$ cat src/rtl/simt_branch_unit.sv
// Per-warp branch resolution: picks the next fetch PC and lane mask, splitting divergent
// warps onto a reconvergence stack and popping entries as their reconvergence PC is reached.
`timescale 1ns/1ps
module simt_branch_unit #(
   parameter int THREADS     = 4,
   parameter int ADDR_WIDTH  = 8,
   parameter int STACK_DEPTH = 4
) (
   input  logic                               clk,
   input  logic                               reset,
   input  logic                               valid,
   output logic                               ready,
   input  logic                               is_branch,
   input  logic                               is_jump,
   input  logic [ADDR_WIDTH-1:0]              pc,
   input  logic [ADDR_WIDTH-1:0]              target,
   input  logic [ADDR_WIDTH-1:0]              reconv_pc,
   input  logic [THREADS-1:0]                 cond,
   output logic [ADDR_WIDTH-1:0]              next_pc,
   output logic [THREADS-1:0]                 active_mask,
   output logic                               done,
   output logic [$clog2(STACK_DEPTH+1)-1:0]   depth,
   output logic                               overflow
);
   localparam int DW    = $clog2(STACK_DEPTH + 1);
   localparam int IW    = (STACK_DEPTH > 1) ? $clog2(STACK_DEPTH) : 1;
   localparam int SLOTS = 1 << IW;

   localparam logic [1:0] IDLE  = 2'd0;
   localparam logic [1:0] EVAL  = 2'd1;
   localparam logic [1:0] CHECK = 2'd2;

   logic [1:0]            state;
   logic                  br_r;
   logic                  jp_r;
   logic [ADDR_WIDTH-1:0] pc_r;
   logic [ADDR_WIDTH-1:0] tgt_r;
   logic [ADDR_WIDTH-1:0] rpc_r;
   logic [THREADS-1:0]    cond_r;
   logic [ADDR_WIDTH-1:0] cand_pc;
   logic [THREADS-1:0]    cand_mask;

   logic [ADDR_WIDTH-1:0] stk_rpc  [SLOTS];
   logic [ADDR_WIDTH-1:0] stk_pc   [SLOTS];
   logic [THREADS-1:0]    stk_mask [SLOTS];

   logic [THREADS-1:0]    taken;
   logic [ADDR_WIDTH-1:0] seq_pc;
   logic                  divergent;
   logic                  room;
   logic                  pop_hit;
   logic [IW-1:0]         push_ix;
   logic [IW-1:0]         top_ix;
   logic [ADDR_WIDTH-1:0] eval_pc;
   logic [THREADS-1:0]    eval_mask;

   assign ready     = (state == IDLE);
   assign taken     = cond_r & active_mask;
   assign seq_pc    = pc_r + ADDR_WIDTH'(1);
   assign divergent = br_r && (taken != '0) && (taken != active_mask);
   assign room      = (int'(depth) + 2) <= STACK_DEPTH;
   assign push_ix   = IW'(depth);
   assign top_ix    = IW'(depth - DW'(1));
   assign pop_hit   = (depth != '0) && (cand_pc == stk_rpc[top_ix]);

   // Divergence without room keeps the whole warp together on the taken path.
   always_comb begin
      eval_pc   = seq_pc;
      eval_mask = active_mask;
      if (br_r) begin
         if (taken != '0) begin
            eval_pc = tgt_r;
            if (divergent && room)
               eval_mask = taken;
         end
      end else if (jp_r) begin
         eval_pc = tgt_r;
      end
   end

   always_ff @(posedge clk) begin
      if (reset) begin
         state       <= IDLE;
         next_pc     <= '0;
         active_mask <= '1;
         done        <= 1'b0;
         depth       <= '0;
         overflow    <= 1'b0;
      end else begin
         done <= 1'b0;
         case (state)
            IDLE:
               if (valid)
                  state <= EVAL;
            EVAL: begin
               state <= CHECK;
               if (divergent) begin
                  if (room)
                     depth <= depth + DW'(2);
                  else
                     overflow <= 1'b1;
               end
            end
            CHECK:
               if (pop_hit) begin
                  depth <= depth - DW'(1);
               end else begin
                  next_pc     <= cand_pc;
                  active_mask <= cand_mask;
                  done        <= 1'b1;
                  state       <= IDLE;
               end
            default:
               state <= IDLE;
         endcase
      end
   end

   // Operand latch, candidate and stack storage carry no reset.
   always_ff @(posedge clk) begin
      if (state == IDLE && valid) begin
         br_r   <= is_branch;
         jp_r   <= is_jump;
         pc_r   <= pc;
         tgt_r  <= target;
         rpc_r  <= reconv_pc;
         cond_r <= cond;
      end
      if (state == EVAL) begin
         cand_pc   <= eval_pc;
         cand_mask <= eval_mask;
         if (divergent && room) begin
            stk_rpc[push_ix]             <= rpc_r;
            stk_pc[push_ix]              <= rpc_r;
            stk_mask[push_ix]            <= active_mask;
            stk_rpc[push_ix + IW'(1)]    <= rpc_r;
            stk_pc[push_ix + IW'(1)]     <= seq_pc;
            stk_mask[push_ix + IW'(1)]   <= active_mask & ~taken;
         end
      end
      if (state == CHECK && pop_hit) begin
         cand_pc   <= stk_pc[top_ix];
         cand_mask <= stk_mask[top_ix];
      end
   end
endmodule

$ cat config.mk
export PLATFORM = sky130hd
export DESIGN_NAME = simt_branch_unit
export DESIGN_NICKNAME = d
export VERILOG_FILES = /design/src/rtl/simt_branch_unit.sv
export SDC_FILE = /design/constraint.sdc
export NUM_CORES = 1
export LEC_CHECK = 0
export ABC_AREA = 1
export BUFFER_PORTS_ARGS = -buffer_cell sky130_fd_sc_hd__buf_4
export CAP_MARGIN = 5
export CORE_MARGIN = 4
export CORE_UTILIZATION = 59
export DETAILED_ROUTE_END_ITERATION = 16
export GPL_TIMING_DRIVEN = 1
export PLACE_DENSITY = 0.75
export SLEW_MARGIN = 20
export SYNTH_ARGS = -nofsm -noshare
export SYNTH_HDL_FRONTEND = slang
export SYNTH_SLANG_ARGS = --single-unit
export TNS_END_PERCENT = 100
$ cat constraint.sdc
create_clock -name clk -period 3.9 [get_ports clk]
set_input_delay 0 -clock clk [delete_from_list [all_inputs] [get_ports clk]]
set_output_delay 0 -clock clk [all_outputs]
set_load 0.1 [all_outputs]
==> results.toml <==
[place]
hpwl_um = 9269
gp_routability_congestion = 0.8658
port_buffers = 50
dp.cells = 769

[timing]
fin_setup_tns_ps = 0
clock_skew_ps = 16.52
hold_viol = 0
grt_setup_unrepaired = "false"
relSlewSlack_pct = 30.71
drv_slew = 0
finalCritPeriodShare_pct = 83.40
setup_viol = 0
fmax_mhz = 307.4
tightest_slew_ps = 1037
fin_crit_ps = 3253

[cts]
cts-root-buf = "clkbuf_8"
cts_setup_buffers = 0
cts_max_level = 4
ctsLongestPathBuffers = 2
clk_latency_ps = 540
cts_resized = 0
path_clk_slew_ps = 60
hold_buffers = 33
cts-buffers-inserted = 17
cts_tree = "done"
clkSinkCount = 141

[min_path]
min_to = "pc_r[7]"
hold_class = "in -> reg"
hp-start = "pc[7]"
hold_depth = 2

[yosys]
ys_seq_elements = 141
synthCells = 596
async_flop_share_pct = 0
syn-num-nets = 637
synthTopCellsByArea = "edfxtp_1 (59%), nand2_1 (9.9%), o21ai_0 (6.6%), dfxtp_1 (6.2%), nand3_1 (3.3%)"
synth_top_area_cell = "edfxtp_1"
synth-edff-count = 122
synth_cell_types = 29
yosys_most_used_dff = "edfxtp_1"
synth_top_area_share_pct = 59.31
synthesis.area_um2 = 6177
synth.avg_cell_area_um2 = 10.36
ys_warn_count = 0
synth-seq-area-share_pct = 65.46

[drt]
vias = 4749
wl_per_cell_um = 17.74
drc_errors = 0
drtIter0Drc = 712
ant_nets = 0
drt_first_pass_iters = 6
wirelength_um = 14790
vias_per_cell = 5.694

[grt]
grt_pass1_vias = 4529
grt_start_max_net_pins = 45
grt_pass1_wl_um = 23140
overflow = 0
grt_use_total_pct = 26.29
antenna_found_initial = 0

[worst_setup_path]
path_class = "reg -> reg"
cpMaxStageDelayCell = "nand2_1"
worst_path_largest_cell_delay_ps = 520
reg2reg_slack_ps = 650
critical_path_required_ps = 4070
end_kind = "flop"
cp_max_fo = 20
r2r_start = "depth[1]"
crit_chain = "inv_1 > ha_1 > inv_1 > nand3_1 > nand3_1 > nand2_1 > nor2_1 > nand2_1 > nor2_2 > nand3_2 > nand2_1"
rr_worst_depth = 11
arrival_ps = 3420
cp_common_cell = "nand2_1"
cp-startpoint = "depth[1]"
rr_endpoint = "cand_pc[2]"
cp-start-kind = "flop"

[die]
die_x_um = 110.3
initial_core_util_pct = 60.10
fp.dieH_um = 110.3
core_area_um2 = 10280
dieArea_um2 = 12170
io_pins = 51
rows = 37

[power]
power.leakage_nw = 3.042
powerDensity_nw_per_um2 = 484.5
irDropWorstVdd_mv = 0.3715

[final_layout]
regArea_um2 = 4044
drive_above_1_share_pct = 14.90
diodes = 0
multi_input_area_um2 = 1869
fillCellCount = 674
final_cells = 834
area_delta_synth_final_pct = 24.12
layout.nets = 726

[run]
drv_cap = 0

[outcome]
status = "finished clean"
[synthesized netlist by cell type, types with 2 or more instances]
cell and instances:
clkbuf_1 9, inv_1 38, ha_1 8, o22ai_1 13, a21oi_1 18, nand2_2 2
edfxtp_1 122, nor2_1 37, xnor2_1 2, nand3_2 2, nor2_4 3, nand2_1 163
nor2_2 2, o21ai_0 81, dfxtp_1 19, nand4_1 3, buf_2 8, nand3_1 41
inv_2 3, nor3_1 2, buf_4 5, xor2_1 4, nand3b_1 5
[routing by layer]
metal | wire length (µm) | track usage, % | part of all wire, %
met1 | 5752 | 33.00 | 39
met2 | 7288 | 42.94 | 49
met5 | 0 | 0 | 0
met4 | 329 | 8.179 | 2.2
met3 | 1423 | 9.493 | 9.6
[area by class of cell]
type / instances / share of cell area [%]
sequential: 141 / 52.74
multi-input combinational: 391 / 24.38
timing repair buffer: 93 / 10.18
clock buffer: 27 / 8.094
tap: 136 / 2.219
inverter: 41 / 2.007
clock inverter: 5 / 0.3753
[registers in the layout, indices dropped and copies added (netlist names), 2 cells and up]
signal and flops:
cand_pc 8, depth 3, cand_mask 4, tgt_r 8
pc_r 8, cond_r 4, stk_mask 16, state 2
next_pc 8, active_mask 4, rpc_r 8, stk_pc 32
stk_rpc 32
[metrics by stage]
step	hold WS, ps	area, µm²	util (%)	worst slack [ps]	total power, mW
floorplan	69.07	6177	-	230.5	1.935
global placement	177.8	6688	65.07	768.8	2.021
detailed placement	179.5	6688	65.07	704.4	2.031
CTS	165.0	7667	74.60	635.8	3.711
global route	174.8	7667	74.60	322.5	3.831
finish	170.3	7667	74.60	647.4	3.715
[power breakdown]
part           leakage (nW)  switching [mW]  internal [mW]  total (mW)
logic                  1.43           0.194          0.102       0.296
registers              1.28          0.0353           1.70        1.74
clock network         0.326           0.599           1.08        1.68
total                  3.04           0.828           2.89        3.71
[cells in the final DEF (no fill, tap or decap), types with 2 or more instances in the layout]
master           n
xnor2_1          2
clkinv_2         4
a21oi_1         18
nor2_1          37
ha_1             8
nand2_2          2
inv_2            3
nand2_1        163
nor2_4           3
nand4_1          3
nor2_2           2
o22ai_1         13
inv_1           38
nand3_1         41
dlygate4sd3_1   33
clkbuf_8         3
nand3_2          2
buf_4           60
o21ai_0         81
clkbuf_16       23
edfxtp_1       122
xor2_1           4
nand3b_1         5
dfxtp_1         19
[worst max-delay path by stage]
stage	to	depth (start not counted)	slack [ps]
floorplan	cand_mask[0]	12	230
global placement	stk_mask[3][1]	9	770
detailed placement	cand_pc[4]	11	700
CTS	cand_pc[0]	11	640
global route	cand_pc[0]	11	320
finish	cand_pc[2]	11	650
[kinds of logic after synthesis]
group                      share of synthesized area, %
DFF                                               65.46
buffers and inverters                             4.355
adders and majority gates                         1.620
xor gates and xnor gates                         0.8507
and+or+nand+nor                                   18.03
AOI/OAI and AO/OA                                 9.682
[worst max-delay path: cells and delay by family (launching register included)]
kind	cells	cell delay [ps]
simple gates	8	1490
flops	1	430
fa+ha+maj	1	310
buf+inv	2	630
Note: power is estimated with default switching activity, not from simulation.
